<file path="src/rtl/clk_mon.sv">
// clk_mon: synchronizes an asynchronous signal, detects its edges and measures its
// period and high time in clk cycles, flagging loss when no rise arrives in TIMEOUT cycles.
// Optional high-time measurement is built only when CLK_MON_DUTY_EN is defined.
module clk_mon #(
    parameter int unsigned SYNC_STAGES = 2,
    parameter int unsigned CNT_W       = 16,
    parameter int unsigned TIMEOUT     = 1000
) (
    input  logic             clk,
    input  logic             rst,
    input  logic             sig_in,
    output logic             rise_pulse,
    output logic             fall_pulse,
    output logic [CNT_W-1:0] period,
    output logic             period_valid,
    output logic             lost,
    output logic [CNT_W-1:0] high_time
);

    localparam logic [CNT_W-1:0] TIMEOUT_CNT = CNT_W'(TIMEOUT);
    localparam logic [CNT_W-1:0] CNT_MAX     = {CNT_W{1'b1}};
    localparam logic [CNT_W-1:0] CNT_ONE     = CNT_W'(1);

    typedef enum logic [1:0] {
        S_IDLE = 2'd0,
        S_MEAS = 2'd1,
        S_LOST = 2'd2
    } state_e;

    state_e                 state_q, state_d;
    logic [SYNC_STAGES-1:0] sync_q;
    logic                   hist_q;
    logic [CNT_W-1:0]       cnt_q, cnt_d;
    logic                   rise_q, fall_q;
    logic [CNT_W-1:0]       period_q, period_d;
    logic                   valid_q, valid_d;
    logic                   lost_q, lost_d;
    logic                   sync_lvl_c, rise_det_c, fall_det_c;

    assign sync_lvl_c = sync_q[SYNC_STAGES-1];
    assign rise_det_c = sync_lvl_c & ~hist_q;
    assign fall_det_c = ~sync_lvl_c & hist_q;

    // Measurement FSM: a rise always wins over a coincident timeout
    always_comb begin
        state_d  = state_q;
        cnt_d    = cnt_q;
        period_d = period_q;
        valid_d  = valid_q;
        lost_d   = lost_q;

        if (rise_det_c) begin
            cnt_d = CNT_ONE;
        end else if (cnt_q != CNT_MAX) begin
            cnt_d = cnt_q + CNT_ONE;
        end

        case (state_q)
            S_IDLE: begin
                if (rise_det_c) begin
                    state_d = S_MEAS;
                end
            end
            S_MEAS: begin
                if (rise_det_c) begin
                    period_d = cnt_q;
                    valid_d  = 1'b1;
                end else if (cnt_q == TIMEOUT_CNT) begin
                    state_d = S_LOST;
                    lost_d  = 1'b1;
                    valid_d = 1'b0;
                end
            end
            S_LOST: begin
                if (rise_det_c) begin
                    state_d = S_MEAS;
                    lost_d  = 1'b0;
                end
            end
            default: begin
                state_d = S_IDLE;
            end
        endcase
    end

    always_ff @(posedge clk or negedge rst) begin
        if (!rst) begin
            state_q  <= S_IDLE;
            sync_q   <= '0;
            hist_q   <= 1'b0;
            cnt_q    <= '0;
            rise_q   <= 1'b0;
            fall_q   <= 1'b0;
            period_q <= '0;
            valid_q  <= 1'b0;
            lost_q   <= 1'b0;
        end else begin
            state_q  <= state_d;
            sync_q   <= {sync_q[SYNC_STAGES-2:0], sig_in};
            hist_q   <= sync_lvl_c;
            cnt_q    <= cnt_d;
            rise_q   <= rise_det_c;
            fall_q   <= fall_det_c;
            period_q <= period_d;
            valid_q  <= valid_d;
            lost_q   <= lost_d;
        end
    end

    assign rise_pulse   = rise_q;
    assign fall_pulse   = fall_q;
    assign period       = period_q;
    assign period_valid = valid_q;
    assign lost         = lost_q;

`ifdef CLK_MON_DUTY_EN
    logic [CNT_W-1:0] high_q, high_d;

    // High time is captured only while a measurement is running
    always_comb begin
        high_d = high_q;
        if (state_q == S_MEAS && fall_det_c) begin
            high_d = cnt_q;
        end
    end

    always_ff @(posedge clk or negedge rst) begin
        if (!rst) begin
            high_q <= '0;
        end else begin
            high_q <= high_d;
        end
    end

    assign high_time = high_q;
`else
    assign high_time = '0;
`endif

endmodule

</file>
<file path="config.mk">
export PLATFORM = sky130hd
export DESIGN_NAME = clk_mon
export DESIGN_NICKNAME = d
export VERILOG_FILES = /design/src/rtl/clk_mon.sv
export SDC_FILE = /design/constraint.sdc
export NUM_CORES = 1
export LEC_CHECK = 0
export CAP_MARGIN = 20
export CORE_MARGIN = 3
export CORE_UTILIZATION = 57
export CTS_BUF_LIST = sky130_fd_sc_hd__clkbuf_8
export CTS_CLUSTER_DIAMETER = 100
export CTS_CLUSTER_SIZE = 14
export DETAILED_ROUTE_END_ITERATION = 12
export PLACE_DENSITY = 0.95
export SLEW_MARGIN = 30
export SYNTH_ARGS = -nofsm -noshare
export SYNTH_HDL_FRONTEND = slang
export SYNTH_SLANG_ARGS = --single-unit
</file>
<file path="constraint.sdc">
create_clock -name clk -period 2.85 [get_ports clk]
set_input_delay 0.4275 -clock clk [delete_from_list [all_inputs] [get_ports clk]]
set_output_delay 0.4275 -clock clk [all_outputs]
set_load 0.05 [all_outputs]
</file>
After elaboration in Yosys (flattened, before gate mapping)
Cells that the tools add are included.
{ "op_classes": {"bitwise_logic": 4, "eq_ne": 8, "muxes": 12, "add_sub_neg": 1, "reduce_logical": 9} }
{ "op_table": {"columns": ["operator", "count"], "rows": [
  ["2-to-1 mux 16 bit", 2],
  ["adder 16 x 1 -> 16 bit, second input constant", 1],
  ["== test 16 x 10 -> 1 bit, second input constant", 1],
  ["inequality test 16 bit, second input constant", 1],
  ["2-to-1 mux 2 bit", 3],
  ["inequality test 2 bit, second input constant", 3],
  ["nonzero test 2 bit", 3],
  ["2-to-1 mux 1 bit", 5],
  ["case mux 2 bit (2 select lines)", 1],
  ["AND reduction 2 bit", 2],
  ["AND reduction 4 bit", 1],
  ["AND reduction 3 bit", 1],
  ["AND 1 bit", 2],
  ["== test 2 x 1 -> 1 bit, second input constant", 1],
  ["== test 2 bit, second input constant", 1],
  ["zero test 2 bit", 1],
  ["inequality test 2 x 1 -> 1 bit, second input constant", 1],
  ["inverter 1 bit", 2],
  ["case mux 1 bit (2 select lines)", 1],
  ["OR reduction 2 bit", 1]
]} }
{ "word_totals": {"reg_bits": 41, "elab_cells": 43, "output_inout_bits": 36, "inputBits": 3} }

Logic depth before layout (Yosys ltp)
Gate-level depths: netlist of run 1.
{ "logic_depth": {"depth_word": 4, "depth_mapped": 6, "mapped_depth_nobuf": 6} }

Worst setup path before layout of run 1
No wires, ideal clock.
{ "synth_timing": {"path_type": "flip-flop to flip-flop", "start": "reg cnt_q[0]", "end": "reg valid_q, in the netlist period_valid", "path_stages_with_launch": 7, "synth_period_minus_slack_ps": 1788, "required_ps": 2732, "arrival_ps": 1670, "path_slack_ps": 1062, "setup_ps": 118, "n_path_buf": 0, "cell_sequence": "dfrtp_1 inv_1 ha_1 or4bb_1 nor4_4 nand3b_1 a21o_1"} }
{ "synth_via": {"elab_chain_len": 3} }
{ "synth_rtl": {"columns": ["item", "line_no", "text"], "rows": [
  ["start: declaration", "33", "logic [CNT_W-1:0] cnt_q, cnt_d;"],
  ["start signal: assignment", "101", "cnt_q <= cnt_d;"],
  ["== test 16 x 10 -> 1 bit", "68", "end else if (cnt_q == TIMEOUT_CNT) begin"],
  ["nonzero test 2 bit (no source line)", null, null],
  ["AND reduction 2 bit (no source line)", null, null],
  ["end signal: assignment", "105", "valid_q <= valid_d;"],
  ["end: declaration", "36", "logic valid_q, valid_d;"]
]} }
No other way between the ends.
A chain may end at the register's enable or synchronous reset.

Final worst setup path of run 1
Same ends and word-level chain as after synthesis.

==> results of run 1 <==
-- logic make-up (layout without fill, tap and decap cells) --
family | after synthesis | after routing | share of synthesized area
AND/OR/NAND/NOR | 58 | 58 | 0.183
flip-flops | 41 | 41 | 0.506
AO/OA/AOI/OAI | 30 | 30 | 0.0969
buffers and inverters | 27 | 36 | 0.0926
multiplexers | 17 | 17 | 0.0938
XOR/XNOR | 3 | 3 | 0.0130
adder cells (fa/ha/maj) | 2 | 2 | 0.0123
other | 1 | 16 | 0.00185
-- cell usage after synthesis (2+ instances only) --
cell / instances / area (um^2)
or4bb_1: 2 / 22.5
nor3_1: 4 / 20.0
nor4_4: 2 / 42.5
nand3_1: 6 / 30.0
dfrtp_1: 41 / 1030
a21oi_1: 10 / 50.1
o311ai_0: 2 / 17.5
a31oi_1: 2 / 12.5
ha_1: 2 / 25.0
nor2_1: 12 / 45.0
inv_1: 4 / 15.0
o41ai_1: 2 / 17.5
and4_1: 2 / 17.5
o21ai_0: 6 / 30.0
clkbuf_1: 2 / 7.51
buf_4: 18 / 135
xor2_1: 2 / 17.5
and3_1: 2 / 12.5
nand4_1: 5 / 31.3
or3_1: 4 / 25.0
mux2_2: 16 / 180
a31o_2: 2 / 17.5
nand2_1: 9 / 33.8
-- metal layers --
layer | vias up | track usage
li1 | 658 | -
met1 | 690 | 0.243
met2 | 54 | 0.294
met3 | 12 | 0.0667
met4 | 0 | 0.0907
met5 | - | 0
-- cell type report --
| type | instances | area (um^2) | share of cell area |
|---|---|---|---|
| Inverter | 4 | 15.0 | 0.00648 |
| Clock buffer | 6 | 82.6 | 0.0356 |
| Sequential cell | 41 | 1030 | 0.443 |
| Multi-Input combinational cell | 126 | 870 | 0.375 |
| Clock inverter | 2 | 33.8 | 0.0146 |
| Tap cell | 46 | 57.6 | 0.0248 |
| Timing Repair Buffer | 24 | 233 | 0.100 |
-- flip-flops by register name (all words and copies together) (netlist names) --
name          cells
cnt_q            16
fall_pulse        1
hist_q            1
lost              1
period           16
period_valid      1
rise_pulse        1
state_q           2
sync_q            2
-- power breakdown --
part / internal, uW / switching (uW)
sequential: 632 / 53.0
combinational: 110 / 219
clock: 282 / 195
-- worst register-to-register path, cell delays in order, from the launching register on --
cell	delay (ns)
dfrtp_1	0.43
inv_1	0.12
ha_1	0.16
or4bb_1	0.52
nor4_4	0.29
nand3b_1	0.15
a21o_1	0.19
-- worst min path at each step --
stage,to,cells past startpoint,slack [ns],start
CTS,period[14],1,0.27,rst
global placement,sync_q[1],0,0.33,sync_q[0]
floorplan,cnt_q[0],0,0.13,rst
global route,period[9],1,0.12,rst
detailed placement,sync_q[1],0,0.34,sync_q[0]
finish,period[14],1,0.09,rst
-- per-stage QoR --
| stage | power, uW | std cells |
|---|---|---|
| 2_1_floorplan | 953 | 194 |
| 3_3_place_gp | 1020 | 241 |
| 3_5_place_dp | 1030 | 241 |
| 4_1_cts | 1500 | 249 |
| 5_1_grt | 1560 | 249 |
| 6_report | 1490 | 249 |
==> metrics.md, run 1 <==
| Metric | Value |
|---|---|
| Pleak | 0.00104 uW |
| Seq/Total Area, Yosys | 0.506 |
| Required @ worst endpoint | 3.05 ns |
| Met2 WL | 1800 um |
| Syn. warnings | 0 |
| CTS buffer count | 5 |
| Postcts setup bufs | 0 |
| Grt total ovfl | 0 |
| Largest delay share family, worst path | simple AND/OR/NAND/NOR gates |
| Sink Count | 41 |
| Crit path arrival time | 2.16 ns |
| Commonest non-fill, non-tap cell in the layout | dfrtp_1 |
| Prevailing post-synth register cell | dfrtp_1 |
| Final hold vios | 0 |
| Final Hold Slack | 0.0942 ns |
| Cts hold-fix bufs | 0 |
| Finished Core Util | 0.684 |
| Hpwl dp | 2520 um |
| Most frequent cells in the layout | dfrtp_1 (41), clkdlybuf4s50_1 (21), mux2_2 (16), conb_1 (16), nor2_1 (12) |
| Max incr delay on CP | 0.52 ns |
| Met3 wire length | 176 um |
| Wire per inst | 14.7 um |
| Initial antenna violation count | 0 |
| Synthesized area per cell | 11.3 um^2 |
| CP Max Fanout | 5 |
| FILL cells | 265 |
| Status | completed |
| Starting Density | 0.598 |
| CP bufs+invs | 1 |
| DRC violations left | 0 |
| Largest net degree at the start of global routing | 42 |
| Maximum VDD drop | 446 uV |
| First-pass DRT Iterations | 4 |
| Worst R2R Setup Slack | 0.89 ns |
| Final ANT Viol Nets | 0 |
| Overall die width | 65.6 um |
| FF-to-FF End | period_valid |
| Min Clock Period, post-route | 1.96 ns |
| Net count, final | 207 |
| Total Wirelength | 3650 um |
| EDFF count, synth | 0 |
| Critical Path Source Type | flop |
| RSZ-0062 raised after global routing | no |
| Hold Crit Class | input pin to asynchronous set/reset pin |
| Worst setup path end | period_valid |
| CP startpoint | cnt_q[0] |
| Slew margin rel. | 0.617 |
| Worst-margin pin slew | 0.571 ns |
| Clock root cell | clkbuf_8 |
| PostCTS Resize Cnt | 0 |
| Die height | 65.6 um |
| Worst Reg-to-Reg Cells | 6 |
| Synthesized flop and latch total | 41 |
| Endpoint class of the critical path | flop |
| H-tree depth | 2 |
| Share of cells above drive strength 1 | 0.177 |
| Final Cycle Share | 0.689 |
| Number of placement rows | 21 |
| Synth cell types | 45 |
| Max Slew Vio Count | 0 |
| DR vias/cell | 5.68 |
| Post-DP Area | 2200 um^2 |
| Top-level I/O count | 39 |
| WP depth | 6 |
| Vias in the first global route | 1335 |
| Final Setup Violations | 0 |
| First-pass GRT wire length | 6180 um |
| CTS clock-pin slew for the worst setup and hold paths | 0.07 ns |
| Max Cap Viol | 0 |
| DR top layer | met4 |
| Port-buffer cells | 22 |
| Crit-path slowest cell | or4bb_1 |
| Fraction of registers with async set/reset | 1.00 |
| Setup TNS | 0 ns |
| Power per Cell Area | 643 nW/um^2 |
| Initial detailed-routing violation count | 102 |
| Die area | 4310 um^2 |
| Fin Clk Skew | 0.00584 ns |
| Wl on met1 | 1560 um |
| Final weighted congestion in routability-driven placement | 0.925 |
| CTS Buffer Depth | 2 |
| CP Cell Sequence | inv_1, ha_1, or4bb_1, nor4_4, nand3b_1, a21o_1 |
| Cells after Synth | 179 |
| Global-route usage over all layers | 0.193 |
| Setup ws final | 0.885 ns |
| Area Growth Syn to Fin | 14.3% |
| Worst reg2reg startpoint | cnt_q[0] |
| CORE AREA | 3390 um^2 |
| Design Area, Final | 2320 um^2 |
| Post-place setup slack | 0.909 ns |
| Critical path type | flop to flop |
| Antenna Cells | 0 |
| CTS tree | done |
| Fmax | 0.509 GHz |
| Skew-Pair Late Insertion Delay | 0.30 ns |
| Area of the mapped netlist | 2030 um^2 |
| Via count | 1414 |
Power figures use the tool's default switching activity.
==> inputs of run 2 (changes only) <==
--- a/config.mk
+++ b/config.mk
@@ -7,12 +7,12 @@
 export LEC_CHECK = 0
 export CAP_MARGIN = 20
 export CORE_MARGIN = 3
-export CORE_UTILIZATION = 57
+export CORE_UTILIZATION = 53
 export CTS_BUF_LIST = sky130_fd_sc_hd__clkbuf_8
 export CTS_CLUSTER_DIAMETER = 100
 export CTS_CLUSTER_SIZE = 14
 export DETAILED_ROUTE_END_ITERATION = 12
-export PLACE_DENSITY = 0.95
+export PLACE_DENSITY = 0.89
 export SLEW_MARGIN = 30
 export SYNTH_ARGS = -nofsm -noshare
 export SYNTH_HDL_FRONTEND = slang
==> constraint.sdc (replaced) <==
create_clock -name clk -period 2 [get_ports clk]
set_input_delay 0.3 -clock clk [delete_from_list [all_inputs] [get_ports clk]]
set_output_delay 0.3 -clock clk [all_outputs]
set_load 0.05 [all_outputs]
==> run 2 against run 1 <==
Effect of this change: via count up 6.4%; sequential share of layout area down 2.3 points; register-to-register slack worse by 0.86 ns; hold slack worse by 0.035 ns; combinational power up 67%; critical path type unchanged; largest power group unchanged; highest routed layer unchanged.
==> metrics.md, run 2 (synthesized netlist as in run 1, its figures left out) <==
| Metric | Value |
|---|---|
| Net count, final | 221 |
| Max Slew Vio Count | 0 |
| Largest net degree at the start of global routing | 42 |
| Endpoint class of the critical path | flop |
| Design Area, Final | 2440 um^2 |
| Internal power | 1600 uW |
| Worst reg2reg startpoint | cnt_q[0] |
| Final Setup Violations | 0 |
| Hold Crit Class | input pin to asynchronous set/reset pin |
| Clock network power share | 0.335 |
| Status | completed |
| Seq pwr share | 0.426 |
| First-pass GRT wire length | 6330 um |
| Most frequent cells in the layout | dfrtp_1 (40), clkdlybuf4s50_1 (21), mux2_2 (16), conb_1 (16), buf_4 (16) |
| Switching share of power | 0.303 |
| Grt total ovfl | 0 |
| Starting Density | 0.580 |
| Number of placement rows | 21 |
| Worst R2R Setup Slack | 0.03 ns |
| DRC violations left | 0 |
| Fmax | 0.506 GHz |
| CTS buffer count | 5 |
| Wire per inst | 14.8 um |
| Final weighted congestion in routability-driven placement | 0.908 |
| Hpwl dp | 2590 um |
| Combinational share of power | 0.239 |
| Commonest non-fill, non-tap cell in the layout | dfrtp_1 |
| Via count | 1504 |
| Required @ worst endpoint | 2.19 ns |
| Top-level I/O count | 39 |
| Final hold vios | 0 |
| Pleak | 0.00111 uW |
| CTS tree | done |
| Area Growth Syn to Fin | 20.6% |
| First-pass DRT Iterations | 4 |
| Antenna Cells | 0 |
| Global-route usage over all layers | 0.186 |
| Skew-Pair Late Insertion Delay | 0.29 ns |
| Slew margin rel. | 0.619 |
| Finished Core Util | 0.700 |
| Initial antenna violation count | 0 |
| Power per Cell Area | 938 nW/um^2 |
| Switching power | 694 uW |
| H-tree depth | 2 |
| Crit path arrival time | 2.16 ns |
| Critical path type | flop to flop |
| CP startpoint | cnt_q[0] |
| CORE AREA | 3490 um^2 |
| Clock root cell | clkbuf_8 |
| Max Cap Viol | 0 |
| Sink Count | 41 |
| Fin Clk Skew | 0.00953 ns |
| Worst Reg-to-Reg Cells | 6 |
| Maximum VDD drop | 813 uV |
| DR vias/cell | 5.72 |
| Min Clock Period, post-route | 1.97 ns |
| Critical Path Source Type | flop |
| Worst-margin pin slew | 0.567 ns |
| Share of cells above drive strength 1 | 0.258 |
| Post-DP Area | 2250 um^2 |
| Dpl cells | 248 |
| Final Cycle Share | 0.987 |
| Vias in the first global route | 1347 |
| Port-buffer cells | 22 |
| Total Wirelength | 3900 um |
| CP Max Fanout | 4 |
| Die area | 4600 um^2 |
| Initial detailed-routing violation count | 119 |
| FF-to-FF End | period_valid |
| Non-Filler Instances | 263 |
| Die height | 67.8 um |
| Final ANT Viol Nets | 0 |
| CTS Buffer Depth | 2 |
| CTS clock-pin slew for the worst setup and hold paths | 0.08 ns |
| Overall die width | 67.8 um |
[run 2: cell types whose count changed in the layout (fill, tap and decap cells not counted), sizes merged]
cell    change
bufinv      +1
clkbuf      -1
inv         -1
buf        +14
clkinv      +1
[run 2: through the flow]
stage	setup slack (ns)	TNS (ns)	power, uW	hold slack, ns
after floorplan	0.212	0	1360	0.00441
after global routing	-0.0949	-0.243	2390	0.0938
after CTS	0.0329	0	2240	0.0707
after global placement	0.152	0	1460	0.337
after detailed placement	0.0614	0	1480	0.336
final	0.0256	0	2290	0.0594
[run 2: final cells by class]
| class | count | area, um^2 |
|---|---|---|
| Sequential cell | 41 | 1030 |
| Clock inverter | 3 | 65.1 |
| Inverter | 4 | 15.0 |
| Multi-Input combinational cell | 126 | 876 |
| Timing Repair Buffer | 38 | 335 |
| Fill cell | 245 | 1050 |
| Clock buffer | 5 | 68.8 |
| Tap cell | 46 | 57.6 |
[run 2: worst max-delay path, stage by stage (launching register included)]
cell	delay, ns
dfrtp_1	0.43
inv_2	0.09
ha_2	0.16
or4bb_4	0.53
nor4_4	0.33
nand3b_1	0.16
a21o_1	0.18
[run 2: repair_timing]
action | CTS | global route
resized for setup | 0 | 5
endpoints found under the setup margin | 0 | 2
setup buffers | 0 | 7
endpoints found under the hold margin | 0 | 0
hold buffers | 0 | 0
[run 2: how the worst max path moves through the flow]
stage	endpoint	slack [ns]	cells after the start
final	period_valid	0.03	6
after global routing	period_valid	-0.09	6
after CTS	period_valid	0.03	6
after detailed placement	period_valid	0.06	6
after global placement	period_valid	0.15	6
after floorplan	period_valid	0.21	6
[run 2: layer usage]
metal,share of wire,GRT usage,wire length (um),vias up
li1,-,-,-,692
met1,0.42,0.264,1650,739
met2,0.50,0.275,1940,66
met3,0.064,0.0509,249,7
met4,0.016,0.0720,64,0
met5,0,0,0,-
[run 2: power groups by stage]
stage / Sequential [uW] / Clock [uW] / Combinational [uW]
floorplan: 1100 / 0 / 258
global placement: 989 / 0 / 472
detailed placement: 995 / 0 / 484
CTS: 978 / 778 / 489
global route: 988 / 815 / 583
finish: 978 / 768 / 548
==> inputs of run 3 (changes only) <==
--- a/config.mk
+++ b/config.mk
@@ -9,7 +9,7 @@
 export CORE_MARGIN = 3
 export CORE_UTILIZATION = 53
 export CTS_BUF_LIST = sky130_fd_sc_hd__clkbuf_8
-export CTS_CLUSTER_DIAMETER = 100
+export CTS_CLUSTER_DIAMETER = 150
 export CTS_CLUSTER_SIZE = 14
 export DETAILED_ROUTE_END_ITERATION = 12
 export PLACE_DENSITY = 0.89
==> results of run 3 <==
The final DEF is identical to that of run 2; final timing and power are the same.
